==> config.mk <==
export PLATFORM = sky130hd
export DESIGN_NAME = forward_stage_ctrl_flat
export DESIGN_NICKNAME = d
export VERILOG_FILES = /design/src/rtl/forward_stage_ctrl_pkg.sv /design/src/rtl/forward_stage_ctrl_if.sv /design/src/rtl/forward_stage_ctrl_operand_mux.sv /design/src/rtl/forward_stage_ctrl.sv /design/src/flat_wrapper.sv
export SDC_FILE = /design/constraint.sdc
export NUM_CORES = 1
export LEC_CHECK = 0
export CORE_MARGIN = 4
export CORE_UTILIZATION = 30
export DETAILED_ROUTE_END_ITERATION = 12
export SKIP_CTS_REPAIR_TIMING = 1
export SYNTH_ARGS = -nofsm -noshare
export SYNTH_HDL_FRONTEND = slang
export SYNTH_HIERARCHICAL = 1
export SYNTH_SLANG_ARGS = --single-unit
==> constraint.sdc <==
create_clock -name clk -period 1.58 [get_ports clk]
set_clock_uncertainty 0.05 [all_clocks]
set_input_delay 0.237 -clock clk [delete_from_list [all_inputs] [get_ports clk]]
set_output_delay 0.237 -clock clk [all_outputs]
set_load 0.05 [all_outputs]
==> src/rtl/forward_stage_ctrl_pkg.sv <==
// Shared pipeline definitions: operand forwarding codes and ID/EX control FSM encodings.
// No logic here; latency and backpressure are defined by the modules that import it.
package forward_stage_ctrl_pkg;

  typedef enum logic [1:0] {
    FWD_RF  = 2'b00,
    FWD_EX  = 2'b01,
    FWD_MEM = 2'b10,
    FWD_WB  = 2'b11
  } fwd_sel_e;

  typedef enum logic {
    ST_RUN     = 1'b0,
    ST_STALLED = 1'b1
  } ctrl_state_e;

  localparam logic [15:0] STALL_COUNT_MAX = 16'hFFFF;

endpackage

==> src/rtl/forward_stage_ctrl_if.sv <==
// ID->EX stage bundle: hazard controls, forwarding sources, ID attributes and ID/EX register outputs.
// Master drives the ID-side inputs; slave (the stage controller) drives enables and the ID/EX register.
interface forward_stage_ctrl_if
  import forward_stage_ctrl_pkg::*;
#(
  parameter int WORD_W = 16
);
  logic              Stall;
  logic              Flush;
  fwd_sel_e          Forward_Rs;
  fwd_sel_e          Forward_Rt;
  logic [WORD_W-1:0] RF_Rs_Data;
  logic [WORD_W-1:0] RF_Rt_Data;
  logic [WORD_W-1:0] EX_Result;
  logic [WORD_W-1:0] MEM_Result;
  logic [WORD_W-1:0] WB_Result;
  logic              ID_Valid;
  logic              ID_RegWrite;
  logic              ID_IsLWD;
  logic [1:0]        ID_RFWriteAddress;

  logic              PCWrite;
  logic              IFIDWrite;
  logic [WORD_W-1:0] ID_EX_Rs_Data;
  logic [WORD_W-1:0] ID_EX_Rt_Data;
  logic              ID_EX_Valid;
  logic              ID_EX_RegWrite;
  logic              ID_EX_IsLWD;
  logic [1:0]        ID_EX_RFWriteAddress;
  logic [15:0]       StallCount;
  logic              StallError;

  modport master (
    output Stall, Flush, Forward_Rs, Forward_Rt, RF_Rs_Data, RF_Rt_Data,
           EX_Result, MEM_Result, WB_Result, ID_Valid, ID_RegWrite, ID_IsLWD,
           ID_RFWriteAddress,
    input  PCWrite, IFIDWrite, ID_EX_Rs_Data, ID_EX_Rt_Data, ID_EX_Valid,
           ID_EX_RegWrite, ID_EX_IsLWD, ID_EX_RFWriteAddress, StallCount, StallError
  );

  modport slave (
    input  Stall, Flush, Forward_Rs, Forward_Rt, RF_Rs_Data, RF_Rt_Data,
           EX_Result, MEM_Result, WB_Result, ID_Valid, ID_RegWrite, ID_IsLWD,
           ID_RFWriteAddress,
    output PCWrite, IFIDWrite, ID_EX_Rs_Data, ID_EX_Rt_Data, ID_EX_Valid,
           ID_EX_RegWrite, ID_EX_IsLWD, ID_EX_RFWriteAddress, StallCount, StallError
  );
endinterface

==> src/rtl/forward_stage_ctrl_operand_mux.sv <==
// 4:1 operand source selector (RF / EX / MEM / WB), purely combinational.
// Zero latency; no flow control of its own.
module operand_mux
  import forward_stage_ctrl_pkg::*;
#(
  parameter int WORD_W = 16
) (
  input  fwd_sel_e          sel,
  input  logic [WORD_W-1:0] rf_dat,
  input  logic [WORD_W-1:0] ex_dat,
  input  logic [WORD_W-1:0] mem_dat,
  input  logic [WORD_W-1:0] wb_dat,
  output logic [WORD_W-1:0] out_dat
);

  always_comb begin
    out_dat = rf_dat;
    case (sel)
      FWD_RF:  out_dat = rf_dat;
      FWD_EX:  out_dat = ex_dat;
      FWD_MEM: out_dat = mem_dat;
      FWD_WB:  out_dat = wb_dat;
      default: out_dat = rf_dat;
    endcase
  end

endmodule

==> src/rtl/forward_stage_ctrl.sv <==
// ID/EX stage controller: forwards operands into the ID/EX register, inserts bubbles on stall/flush.
// Latency 1 cycle; Stall deasserts PCWrite/IFIDWrite in the same cycle, Flush overrides Stall.
module forward_stage_ctrl
  import forward_stage_ctrl_pkg::*;
#(
  parameter int WORD_W = 16
) (
  input  logic               clk,
  input  logic               reset,
  forward_stage_ctrl_if.slave bus
);

  ctrl_state_e       state;
  ctrl_state_e       state_nxt;
  logic              stall_eff;
  logic              set_err;
  logic              bubble;
  logic [WORD_W-1:0] rs_sel;
  logic [WORD_W-1:0] rt_sel;

  logic [WORD_W-1:0] rs_q;
  logic [WORD_W-1:0] rt_q;
  logic              valid_q;
  logic              regwrite_q;
  logic              islwd_q;
  logic [1:0]        waddr_q;
  logic [15:0]       stall_cnt_q;
  logic              stall_err_q;

  operand_mux #(.WORD_W(WORD_W)) u_rs_mux (
    .sel     (bus.Forward_Rs),
    .rf_dat  (bus.RF_Rs_Data),
    .ex_dat  (bus.EX_Result),
    .mem_dat (bus.MEM_Result),
    .wb_dat  (bus.WB_Result),
    .out_dat (rs_sel)
  );

  operand_mux #(.WORD_W(WORD_W)) u_rt_mux (
    .sel     (bus.Forward_Rt),
    .rf_dat  (bus.RF_Rt_Data),
    .ex_dat  (bus.EX_Result),
    .mem_dat (bus.MEM_Result),
    .wb_dat  (bus.WB_Result),
    .out_dat (rt_sel)
  );

  // A flush wins over a simultaneous stall, so only an unflushed stall counts as one.
  assign stall_eff = bus.Stall & ~bus.Flush;
  assign bubble    = bus.Flush | bus.Stall | ~bus.ID_Valid;

  assign bus.PCWrite   = ~reset & (bus.Flush | ~bus.Stall);
  assign bus.IFIDWrite = ~reset & (bus.Flush | ~bus.Stall);

  always_comb begin
    state_nxt = state;
    set_err   = 1'b0;
    case (state)
      ST_RUN: begin
        if (stall_eff) state_nxt = ST_STALLED;
      end
      ST_STALLED: begin
        if (stall_eff) set_err = 1'b1;
        else           state_nxt = ST_RUN;
      end
      default: state_nxt = ST_RUN;
    endcase
  end

  always_ff @(posedge clk or posedge reset) begin
    if (reset) state <= ST_RUN;
    else       state <= state_nxt;
  end

  // Bubbles clear only the attributes; operand data and destination hold their last values.
  always_ff @(posedge clk or posedge reset) begin
    if (reset) begin
      rs_q       <= '0;
      rt_q       <= '0;
      valid_q    <= 1'b0;
      regwrite_q <= 1'b0;
      islwd_q    <= 1'b0;
      waddr_q    <= 2'b00;
    end else if (bubble) begin
      valid_q    <= 1'b0;
      regwrite_q <= 1'b0;
      islwd_q    <= 1'b0;
    end else begin
      rs_q       <= rs_sel;
      rt_q       <= rt_sel;
      valid_q    <= 1'b1;
      regwrite_q <= bus.ID_RegWrite;
      islwd_q    <= bus.ID_IsLWD;
      waddr_q    <= bus.ID_RFWriteAddress;
    end
  end

  always_ff @(posedge clk or posedge reset) begin
    if (reset) begin
      stall_cnt_q <= 16'h0000;
      stall_err_q <= 1'b0;
    end else begin
      if (stall_eff && (stall_cnt_q != STALL_COUNT_MAX)) stall_cnt_q <= stall_cnt_q + 16'h0001;
      if (set_err) stall_err_q <= 1'b1;
    end
  end

  assign bus.ID_EX_Rs_Data        = rs_q;
  assign bus.ID_EX_Rt_Data        = rt_q;
  assign bus.ID_EX_Valid          = valid_q;
  assign bus.ID_EX_RegWrite       = regwrite_q;
  assign bus.ID_EX_IsLWD          = islwd_q;
  assign bus.ID_EX_RFWriteAddress = waddr_q;
  assign bus.StallCount           = stall_cnt_q;
  assign bus.StallError           = stall_err_q;

endmodule
==> src/flat_wrapper.sv <==
// flat-port wrapper written by rule: the top's interface ports become plain ports
module forward_stage_ctrl_flat import forward_stage_ctrl_pkg::*;
#(
  parameter int WORD_W = 16
)
  (clk, reset, bus_Stall, bus_Flush, bus_Forward_Rs, bus_Forward_Rt, bus_RF_Rs_Data, bus_RF_Rt_Data, bus_EX_Result, bus_MEM_Result, bus_WB_Result, bus_ID_Valid, bus_ID_RegWrite, bus_ID_IsLWD, bus_ID_RFWriteAddress, bus_PCWrite, bus_IFIDWrite, bus_ID_EX_Rs_Data, bus_ID_EX_Rt_Data, bus_ID_EX_Valid, bus_ID_EX_RegWrite, bus_ID_EX_IsLWD, bus_ID_EX_RFWriteAddress, bus_StallCount, bus_StallError);
  forward_stage_ctrl_if #(.WORD_W(WORD_W)) bus_i ();
  input  logic clk;
  input  logic reset;
  input wire logic [$bits(bus_i.Stall)-1:0] bus_Stall;
  input wire logic [$bits(bus_i.Flush)-1:0] bus_Flush;
  input wire logic [$bits(bus_i.Forward_Rs)-1:0] bus_Forward_Rs;
  input wire logic [$bits(bus_i.Forward_Rt)-1:0] bus_Forward_Rt;
  input wire logic [$bits(bus_i.RF_Rs_Data)-1:0] bus_RF_Rs_Data;
  input wire logic [$bits(bus_i.RF_Rt_Data)-1:0] bus_RF_Rt_Data;
  input wire logic [$bits(bus_i.EX_Result)-1:0] bus_EX_Result;
  input wire logic [$bits(bus_i.MEM_Result)-1:0] bus_MEM_Result;
  input wire logic [$bits(bus_i.WB_Result)-1:0] bus_WB_Result;
  input wire logic [$bits(bus_i.ID_Valid)-1:0] bus_ID_Valid;
  input wire logic [$bits(bus_i.ID_RegWrite)-1:0] bus_ID_RegWrite;
  input wire logic [$bits(bus_i.ID_IsLWD)-1:0] bus_ID_IsLWD;
  input wire logic [$bits(bus_i.ID_RFWriteAddress)-1:0] bus_ID_RFWriteAddress;
  output wire logic [$bits(bus_i.PCWrite)-1:0] bus_PCWrite;
  output wire logic [$bits(bus_i.IFIDWrite)-1:0] bus_IFIDWrite;
  output wire logic [$bits(bus_i.ID_EX_Rs_Data)-1:0] bus_ID_EX_Rs_Data;
  output wire logic [$bits(bus_i.ID_EX_Rt_Data)-1:0] bus_ID_EX_Rt_Data;
  output wire logic [$bits(bus_i.ID_EX_Valid)-1:0] bus_ID_EX_Valid;
  output wire logic [$bits(bus_i.ID_EX_RegWrite)-1:0] bus_ID_EX_RegWrite;
  output wire logic [$bits(bus_i.ID_EX_IsLWD)-1:0] bus_ID_EX_IsLWD;
  output wire logic [$bits(bus_i.ID_EX_RFWriteAddress)-1:0] bus_ID_EX_RFWriteAddress;
  output wire logic [$bits(bus_i.StallCount)-1:0] bus_StallCount;
  output wire logic [$bits(bus_i.StallError)-1:0] bus_StallError;
  assign bus_i.Stall = bus_Stall;
  assign bus_i.Flush = bus_Flush;
  assign bus_i.Forward_Rs = bus_Forward_Rs;
  assign bus_i.Forward_Rt = bus_Forward_Rt;
  assign bus_i.RF_Rs_Data = bus_RF_Rs_Data;
  assign bus_i.RF_Rt_Data = bus_RF_Rt_Data;
  assign bus_i.EX_Result = bus_EX_Result;
  assign bus_i.MEM_Result = bus_MEM_Result;
  assign bus_i.WB_Result = bus_WB_Result;
  assign bus_i.ID_Valid = bus_ID_Valid;
  assign bus_i.ID_RegWrite = bus_ID_RegWrite;
  assign bus_i.ID_IsLWD = bus_ID_IsLWD;
  assign bus_i.ID_RFWriteAddress = bus_ID_RFWriteAddress;
  assign bus_PCWrite = bus_i.PCWrite;
  assign bus_IFIDWrite = bus_i.IFIDWrite;
  assign bus_ID_EX_Rs_Data = bus_i.ID_EX_Rs_Data;
  assign bus_ID_EX_Rt_Data = bus_i.ID_EX_Rt_Data;
  assign bus_ID_EX_Valid = bus_i.ID_EX_Valid;
  assign bus_ID_EX_RegWrite = bus_i.ID_EX_RegWrite;
  assign bus_ID_EX_IsLWD = bus_i.ID_EX_IsLWD;
  assign bus_ID_EX_RFWriteAddress = bus_i.ID_EX_RFWriteAddress;
  assign bus_StallCount = bus_i.StallCount;
  assign bus_StallError = bus_i.StallError;
  forward_stage_ctrl #(.WORD_W(WORD_W)) u_core (.clk(clk), .reset(reset), .bus(bus_i));
endmodule
======== After elaboration in Yosys (flattened, before gate mapping) ========
Cells that the tools add are included.
storage, ports and cells
  input bits .............................. 93
  RAM bits ................................ 0
  bits in latches ......................... 0
  memories kept ........................... 0
  word-level logic and storage cells ...... 36
  output and inout bits ................... 56
  memory bits (read-only) ................. 0
  bits in registers ....................... 55
operators by class
  add/subtract/negate cells ............... 1
  eq/ne operators ......................... 7
  multiply operators ...................... 0
  div/mod/pow operators ................... 0
  bitwise operators ....................... 9
  order comparisons ....................... 0
  shifts and indexed selects .............. 0
  muxes and demuxes ....................... 7
  reduce and logical (&&, ||, !) cells .... 3
operators by type and width
  kind                     count
  $pmux W16 S4             2
  $add A16 B1 Y16 const B  1
  $ne A16 B16 Y1 const B   1
  $eq A2 B2 Y1 const B     4
  $mux W1                  5
  $eq A2 B1 Y1 const B     2
  $logic_not A2 Y1         2
  $not A1 Y1               4
  $or A1 B1 Y1             3
  $and A1 B1 Y1            2
  $logic_and A1 B1 Y1      1

======== Logic depth before layout (Yosys ltp) ========
Gate-level depths: netlist of run 1.
  depth after elaboration ................. 4
  depth in mapped cells ................... 6
  gate-level depth less buffers ........... 5

======== Cells and area by module ========
Netlist of run 1, hierarchy kept.
by module, submodules not included
  module              instances  seq. area each (µm²)  area an instance (µm²)  cells each
  forward_stage_ctrl  1          1376.3                2284.7                  157
  operand_mux         2          0.0                   424.2                   20

======== Least setup slack after synthesis of run 1 ========
No wires, ideal clock.
  path kind ............................... register to register
  start ................................... reg u_core.stall_cnt_q[0], in the netlist u_core/bus.StallCount[0]
  end ..................................... reg u_core.stall_cnt_q[14], in the netlist u_core/bus.StallCount[14]
  required time ........................... 1.405 ns
  setup time .............................. 0.125 ns
  path buffers ............................ 0
  data arrival time ....................... 1.915 ns
  setup slack ............................. -0.510 ns
  cell stages (with the launch flop) ...... 6
  period minus slack after synthesis ...... 2.090 ns
  path through ............................ dfrtp_1 > ha_1 > nand2_4 > nor3_4 > or3b_1 > mux2_4
on the way
  longest elaborated chain between the ends .. 2
  elaborated cells on any way between the ends .. 3
  classes of those cells .................. 1 x add/sub; 1 x eq/ne; 1 x reduce/logical
RTL lines
  item                                                     RTL line                   RTL
  from (decl)                                              forward_stage_ctrl.sv:27   logic [15:0] stall_cnt_q;
  from (signal assigned)                                   forward_stage_ctrl.sv:103  if (stall_eff && (stall_cnt_q != STALL_COUNT_MAX)) stall_cnt_q <= stall_cnt_q + 16'h0001;
  branches (longest 2 deep; another with $add A16 B1 Y16)  -
Several ways; the timed one is not identified.
A chain may end at the register's enable or synchronous reset.

======== Final worst setup path of run 1 ========
  start ................................... reg u_core.stall_cnt_q[1], in the netlist u_core/bus.StallCount[1]
  end ..................................... reg u_core.stall_cnt_q[1], in the netlist u_core/bus.StallCount[1]
Same word-level chain as after synthesis.

==> qor.csv, run 1 <==
metric,value,unit
status,"finished, violations left",
violations,setup timing,
avgSynthCellArea,15.9,um^2
cts_buffers,5,
setup_tns,-0.111,ns
drc_errors,0,
die_w,110,um
async_flop_share,1.00,
synthToLayoutAreaGrowth,75.6,%
use_met3,0.0612,
avgRoutedWirePerCell,18.1,um
final_cell_area,5500,um^2
grt_pass1_wl,14.1,mm
nNetsFinal,475,
vias,2487,
total_leakage_power,2.35,nW
place_inst,506,
postPlaceCellArea,5240,um^2
crit_required,1.74,ns
routed_via_density,4.80,
maxCapViolations,0,
finalWeightedCongestion,0.805,
ys.flop_type,dfrtp_1,
layout.cells.non_filler,518,
track_usage,0.155,
synth-edff-count,0,
grt_pass1_vias,2615,
initial_core_util,0.306,
synth-seq-area-share,0.439,
ys_ff_latch,55,
synth_top_area_share,0.439,
period_share,1.03,
startpoint_type,flip-flop,
yosysWarnings,6,
hold_class,in -> async,
netlist_instances,197,
tightestPinTransition,0.283,ns
register_area,1390,um^2
synth.distinct_cells,35,
synth_area,3130,um^2
cts_buffer_depth,2,
whs,0.308,ns
portBuffers,148,
power.density,1080,nW/um^2
fin_crit,1.62,ns
yosysMostFrequentCell,dfrtp_1,
drt_iter0_drc,40,
fmax,617,MHz
postRouteAntennaNets,0,
io_pins,149,
endpoint_kind,flip-flop,
clock_latency,0.32,ns
grt_setup_unrepaired,yes,
ir_worst_vdd,0.000510,V
finalWorstSetupSlack,-0.0402,ns
dp_hpwl,7.44,mm
clk_pin_slew,0.10,ns
synth_commonest_cells,"dfrtp_1, mux2_2, mux4_2, mux4_1, xor2_1",
cts_root_buf,clkbuf_8,
synth_nets,291,
cts.sinks,55,
synth_area_leaders,"dfrtp_1, mux4_2, mux2_2",
n_fill_cell,874,
grt_max_degree,38,
grt_use_met1,0.178,
crit_fanout,3,
htree_levels,2,
crit_arrival,1.78,ns
finalHoldViolCount,0,
finalSetupViolCount,6,
critical_path_class,reg -> reg,
dieArea,12100,um^2
dr.pass1.iters,4,
multi_input_area,1740,um^2
drive_above_1_share,0.529,
wirelength,9.37,mm
tritoncts,done,
grt_use_met2,0.267,
antenna_found_initial,0,
slew_headroom,0.810,
busiest_layer,met2,
core_area,10200,um^2
yosys.area.top_type,dfrtp_1,
die_h,110,um
slew_viol_final,0,
rows,37,
num_antenna_cells,0,
grt_overflow,0,
where the power goes:
group / internal, mW / leakage [nW] / total (mW) / switching, mW
clock: 0.318 / 0.0443 / 0.817 / 0.499
sequential: 1.72 / 0.654 / 1.98 / 0.267
combinational: 1.47 / 1.66 / 3.13 / 1.65
total: 3.51 / 2.35 / 5.92 / 2.42
kinds of logic after synthesis:
logic type,synth area share
xor gates and xnor gates,0.0363
AOI/OAI and AO/OA,0.00240
DFF,0.439
muxes,0.379
and+or+nand+nor,0.0966
buffers and inverters,0.0427
adders and majority gates,0.00399
layer usage:
metal | share of wire | up-vias
met2 | 0.50 | 106
met5 | 0 | -
met3 | 0.094 | 12
met4 | 0.019 | 0
li1 | - | 1143
met1 | 0.38 | 1226
final cells by class:
type | instances | share of cell area
Tap cell | 136 | 0.0309
Sequential cell | 55 | 0.253
Timing Repair Buffer | 192 | 0.380
Clock inverter | 3 | 0.00455
Inverter | 2 | 0.00205
Clock buffer | 5 | 0.0125
Multi-Input combinational cell | 125 | 0.317
stage by stage:
step / util / power [mW] / worst slack (ns)
6_report: 0.538 / 5.92 / -0.0402
5_1_grt: 0.538 / 6.22 / -0.108
4_1_cts: 0.521 / 5.91 / -0.146
3_5_place_dp: 0.512 / 5.08 / -0.405
3_3_place_gp: 0.512 / 5.04 / -0.355
2_1_floorplan: - / 3.58 / -0.261
registers in the layout, indices dropped and copies added, names as in the netlist:
| register | count |
|---|---|
| u_core/bus.ID_EX_Rt_Data | 16 |
| u_core/bus.StallCount | 16 |
| u_core/bus.ID_EX_Rs_Data | 16 |
| u_core/bus.ID_EX_RFWriteAddress | 2 |
| u_core/bus.ID_EX_IsLWD | 1 |
| u_core/state | 1 |
| u_core/bus.StallError | 1 |
| u_core/bus.ID_EX_RegWrite | 1 |
| u_core/bus.ID_EX_Valid | 1 |
worst max-delay path, cell delays in order, from the launching register on:
cell and delay [ns]:
dfrtp_2 0.41, ha_4 0.16, nand4_1 0.17, nor4_4 0.24, buf_4 0.19, nor2_4 0.04, mux2_2 0.25
layout by cell type, fill, tap and decap left out, drive strengths merged, types with 3 or more instances in the layout:
| cell | instances |
|---|---|
| nor3 | 4 |
| clkbuf | 6 |
| nor2 | 4 |
| mux4 | 32 |
| dfrtp | 55 |
| xor2 | 11 |
| clkdlybuf4s50 | 88 |
| nand2 | 6 |
| nand3 | 5 |
| buf | 99 |
| mux2 | 37 |
| nand4 | 5 |
| nor4b | 3 |
| dlymetal6s2s | 4 |
path summary, 6_finish.rpt:
check | startpoint | to | slack, ns | depth (start not counted)
worst max-delay path | u_core/bus.StallCount[1] | u_core/bus.StallCount[1] | -0.04 | 6
worst min-delay path | reset | u_core/bus.ID_EX_Rt_Data[7] | 0.31 | 3
worst max register to register | u_core/bus.StallCount[1] | u_core/bus.StallCount[1] | -0.04 | 6
worst min register to register | u_core/state | u_core/bus.StallError | 0.42 | 1
max in group asynchronous | reset | u_core/bus.StallCount[9] | 0.77 | 4
min in group clk | bus_Flush | u_core/bus.ID_EX_Valid | 0.39 | 4
Power figures use the tool's default switching activity.
==> inputs of run 2 (changes only) <==
--- a/config.mk
+++ b/config.mk
@@ -5,9 +5,10 @@
 export SDC_FILE = /design/constraint.sdc
 export NUM_CORES = 1
 export LEC_CHECK = 0
-export CORE_MARGIN = 4
+export CORE_MARGIN = 1
 export CORE_UTILIZATION = 30
 export DETAILED_ROUTE_END_ITERATION = 12
+export SETUP_SLACK_MARGIN = 0.02
 export SKIP_CTS_REPAIR_TIMING = 1
 export SYNTH_ARGS = -nofsm -noshare
 export SYNTH_HDL_FRONTEND = slang
==> run 2 against run 1 <==
  * The flow still finishes with violations (setup timing)
  * Cell area fell by 2.6%
  * Routed wire length shrank 6.4%
  * Combinational power down 4%
  * Non-clock buffer count fell by 3
  * Sequential share of layout area up 0.68 points
  * Sequential power hardly changed
  * Via count fell by 0.76%
  * Clock power shrank 3.9%
  * First-iteration DRC count grew 5.0%
  * Largest power group unchanged
  * Highest routed layer unchanged
==> qor.csv, run 2 (same netlist as run 1, synthesis figures left out) <==
metric,value,unit
status,"finished, violations left",
violations,setup timing,
dr.pass1.iters,4,
antenna_found_initial,0,
cts.sinks,55,
crit_slowest_cell,dfrtp_2,
clk_pin_slew,0.10,ns
num_antenna_cells,0,
dieArea,10900,um^2
finalSetupViolCount,1,
crit_required,1.73,ns
final_cell_mix,"clkdlybuf4s50_1, buf_4, dfrtp_1",
fin_util,0.538,
vias,2468,
timing.rr.end,u_core/bus.StallCount[1],
grt_setup_unrepaired,yes,
slew_viol_final,0,
endpoint_kind,flip-flop,
drc_errors,0,
dp_hpwl,6.66,mm
cts_buffers,5,
worstHoldStart,bus_Flush,
grt_max_degree,38,
finalWorstSetupSlack,-0.00741,ns
synthToLayoutAreaGrowth,71.0,%
die_w,104,um
critical-path-max-stage-delay,0.44,ns
cts_buffer_depth,2,
postPlaceCellArea,5130,um^2
portBuffers,148,
crit_family,flip-flops,
crit_fanout,7,
period_share,1.00,
rrSetupSlack,-0.007,ns
holdPathStages,3,
core_area,9950,um^2
io_pins,149,
startpoint_type,flip-flop,
path_buf_inv,1,
die_h,104,um
nNetsFinal,472,
n_fill_cell,854,
holdPathEnd,u_core/bus.ID_EX_Valid,
postRouteAntennaNets,0,
fin_crit,1.59,ns
final_cell_area,5360,um^2
crit_arrival,1.74,ns
power.density,1070,nW/um^2
routed_via_density,4.82,
fin_total_pwr,5.75,mW
grt_pass1_wl,13.8,mm
setup_tns,-0.00741,ns
drive_above_1_share,0.512,
maxCapViolations,0,
total_leakage_power,2.29,nW
grt_overflow,0,
clock_latency,0.31,ns
slew_headroom,0.799,
finalWeightedCongestion,0.721,
reg2reg_from,u_core/bus.StallCount[0],
track_usage,0.163,
wirelength,8.78,mm
rows,36,
layout_commonest_cell,clkdlybuf4s50_1,
grt_pass1_vias,2723,
initial_core_util,0.315,
worstPathCellList,ha_4 > nand4_1 > nor4_2 > buf_4 > nor2_2 > mux2_2,
htree_levels,2,
ff2ff_path_depth,6,
crit_start,u_core/bus.StallCount[0],
tightestPinTransition,0.298,ns
avgRoutedWirePerCell,17.1,um
drt_iter0_drc,42,
cts_root_buf,clkbuf_8,
critical_path_class,reg -> reg,
fmax,630,MHz
tritoncts,done,
finalHoldViolCount,0,
ir_worst_vdd,0.000554,V
hold_class,in -> reg,
run 2: changes by cell type in the layout (fill, tap and decap cells not counted), moves of 2 or more:
cell | previous run | this run
buf_12 | 30 | 25
buf_4 | 65 | 69
buf_6 | 4 | 1
clkbuf_1 | 0 | 3
clkinv_4 | 2 | 0
run 2: report_power, final:
part	switching, mW	internal (mW)
Sequential	0.230	1.72
Clock	0.468	0.317
Combinational	1.63	1.39
run 2: how the worst max path moves through the flow:
stage / endpoint / slack [ns] / cells past startpoint
finish: u_core/bus.StallCount[1] / -0.007 / 6
global route: u_core/bus.StallCount[1] / -0.08 / 6
CTS: bus_IFIDWrite / -0.19 / 6
detailed placement: u_core/bus.ID_EX_Rt_Data[12] / -0.39 / 4
global placement: u_core/bus.ID_EX_Rs_Data[15] / -0.35 / 4
floorplan: u_core/bus.StallCount[14] / -0.26 / 5
run 2: metal layers:
metal  track usage  routed length, um  up-vias
met2         0.282               4460       99
met3        0.0520                645       10
met4        0.0500                150        0
met5             0                  0        -
met1         0.193               3530     1224
li1              -                  -     1135
run 2: layout make-up:
class                      count  area [um^2]  share of cell area
clock buffer                   8         80.1              0.0149
inverter                       2         11.3             0.00210
multi-input combinational    125         1700               0.316
sequential                    55         1390               0.260
tap                          133          166              0.0311
timing repair buffer         189         2010               0.375
run 2: tightest hold or removal path, stage by stage:
cell	delay [ns]
dlymetal6s2s_1	0.12
nor3b_2	0.07
buf_12	0.17
run 2: metrics by stage:
stage | cells | hold WS (ns) | setup WS (ns)
after floorplan | 197 | 0.261 | -0.261
after global placement | 497 | 0.379 | -0.354
after detailed placement | 497 | 0.394 | -0.390
after CTS | 505 | 0.311 | -0.191
after global routing | 512 | 0.331 | -0.0783
final | 512 | 0.328 | -0.00741
==> inputs of run 3 (changes only) <==
--- a/config.mk
+++ b/config.mk
@@ -9,7 +9,6 @@
 export CORE_UTILIZATION = 30
 export DETAILED_ROUTE_END_ITERATION = 12
 export SETUP_SLACK_MARGIN = 0.02
-export SKIP_CTS_REPAIR_TIMING = 1
 export SYNTH_ARGS = -nofsm -noshare
 export SYNTH_HDL_FRONTEND = slang
 export SYNTH_HIERARCHICAL = 1
==> constraint.sdc (replaced) <==
create_clock -name clk -period 1.76 [get_ports clk]
set_clock_uncertainty 0.05 [all_clocks]
set_input_delay 0.264 -clock clk [delete_from_list [all_inputs] [get_ports clk]]
set_output_delay 0.264 -clock clk [all_outputs]
set_load 0.05 [all_outputs]
==> run 3 against run 2 <==
  * The run now ends clean
  * Routed wire length is 6.1% lower
  * Non-clock buffer count fell by 24
  * Maximum frequency is 5.1% lower
  * Sequential share of layout area rose by 2.6 points
  * Setup slack gained 0.095 ns
  * Combinational power down 25%
  * Power is 18% lower
  * Hold slack better by 0.014 ns
  * First-iteration DRC count grew 71%
  * Utilization down 4.9 points
  * Final cell count fell by 4.7%
  * Flip-flop and latch count stayed put
  * Critical path type unchanged
  * Largest cell class is now multi-input combinational cells
==> qor.csv, run 3 (same netlist as run 1, synthesis figures left out) <==
metric,value,unit
reg2reg_from,u_core/bus.StallCount[0],
initial_core_util,0.315,
grt_pass1_vias,2573,
grt_overflow,0,
busiest_layer,met2,
path_buf_inv,0,
avgRoutedWirePerCell,16.9,um
postRouteAntennaNets,0,
dp_hpwl,6.57,mm
wirelength,8.24,mm
dr.pass1.iters,4,
use_met3,0.0514,
crit_fanout,4,
crit_arrival,1.82,ns
core_area,9950,um^2
slew_viol_final,0,
finalWeightedCongestion,0.716,
hold_class,in -> async,
power.density,971,nW/um^2
rrSetupSlack,0.09,ns
finalSetupViolCount,0,
crit_family,simple AND/OR/NAND/NOR gates,
cts.sinks,55,
fin_crit,1.67,ns
die_h,104,um
endpoint_kind,flip-flop,
startpoint_type,flip-flop,
crit_start,u_core/bus.StallCount[0],
tritoncts,done,
htree_levels,2,
critical_path_class,reg -> reg,
clk_pin_slew,0.10,ns
dieArea,10900,um^2
io_pins,149,
grt_setup_unrepaired,yes,
ff2ff_path_depth,5,
timing.rr.end,u_core/bus.StallCount[14],
rows,36,
layout_commonest_cell,clkdlybuf4s50_1,
critical-path-max-stage-delay,0.43,ns
clock_latency,0.30,ns
crit_slowest_cell,dfrtp_2,
grt_max_degree,37,
slew_headroom,0.724,
cts_buffer_depth,2,
final_cell_mix,"clkdlybuf4s50_1, buf_4, dfrtp_1",
cts_hold_buf,0,
synthToLayoutAreaGrowth,55.5,%
track_usage,0.158,
portBuffers,148,
grt_pass1_wl,13.6,mm
cts_buffers,5,
drc_errors,0,
ir_worst_vdd,0.000433,V
cts_root_buf,clkbuf_8,
tightestPinTransition,0.410,ns
worstPathCellList,ha_4 > nand2_4 > nor3_4 > or3b_1 > mux2_4,
total_leakage_power,2.06,nW
status,"finished, final reports clean",
nNetsFinal,448,
drt_iter0_drc,72,
die_w,104,um
grt_use_met2,0.270,
fmax,598,MHz
vias,2374,
maxCapViolations,0,
antenna_found_initial,0,
fin_util,0.489,
period_share,0.950,
num_antenna_cells,0,
drive_above_1_share,0.479,
fin_total_pwr,4.73,mW
routed_via_density,4.86,
crit_required,1.91,ns
finalHoldViolCount,0,
grt_use_met1,0.193,
-- run 3: how the worst max path moves through the flow --
stage,endpoint,slack [ns],cells past startpoint
floorplan,u_core/bus.StallCount[14],-0.08,5
global placement,u_core/bus.ID_EX_Rt_Data[1],-0.20,4
detailed placement,u_core/bus.ID_EX_Rs_Data[14],-0.24,4
CTS,bus_PCWrite,0.04,5
global route,u_core/bus.StallCount[14],0.02,5
finish,u_core/bus.StallCount[14],0.09,5
-- run 3: where the power goes --
part	internal, mW	switching, mW
combinational	0.901	1.35
clock	0.278	0.430
sequential	1.54	0.236
-- run 3: timing repair --
| action | 4_1_cts | 5_1_grt |
|---|---|---|
| setup buffers | 0 | 0 |
| endpoints found under the setup margin | 0 | 4 |
| resized for setup | 0 | 3 |
-- run 3: tightest hold or removal path, stage by stage --
cell and delay, ns:
clkdlybuf4s50_1 0.48, inv_2 0.11, buf_12 0.22
-- run 3: final cells by class --
cell class,count,area [um^2]
Tap cell,133,166
Inverter,2,7.51
Clock inverter,3,20.0
Timing Repair Buffer,165,1540
Sequential cell,55,1400
Multi-Input combinational cell,125,1670
Clock buffer,5,68.8
Fill cell,897,5080
-- run 3: per-stage QoR --
step	setup TNS, ns	cells	setup WS, ns	hold slack (ns)	cell area [um^2]
6_report	0	488	0.0879	0.342	4870
5_1_grt	0	488	0.0172	0.349	4870
3_5_place_dp	-7.14	480	-0.240	0.393	4760
3_3_place_gp	-6.44	480	-0.199	0.381	4760
2_1_floorplan	-0.319	197	-0.0819	0.343	3170
4_1_cts	0	488	0.0437	0.300	4850
-- run 3: routing by layer --
metal	part of all wire	wire length (um)
met1	0.41	3340
met3	0.073	602
met4	0.0080	66
met2	0.51	4230
met5	0	0
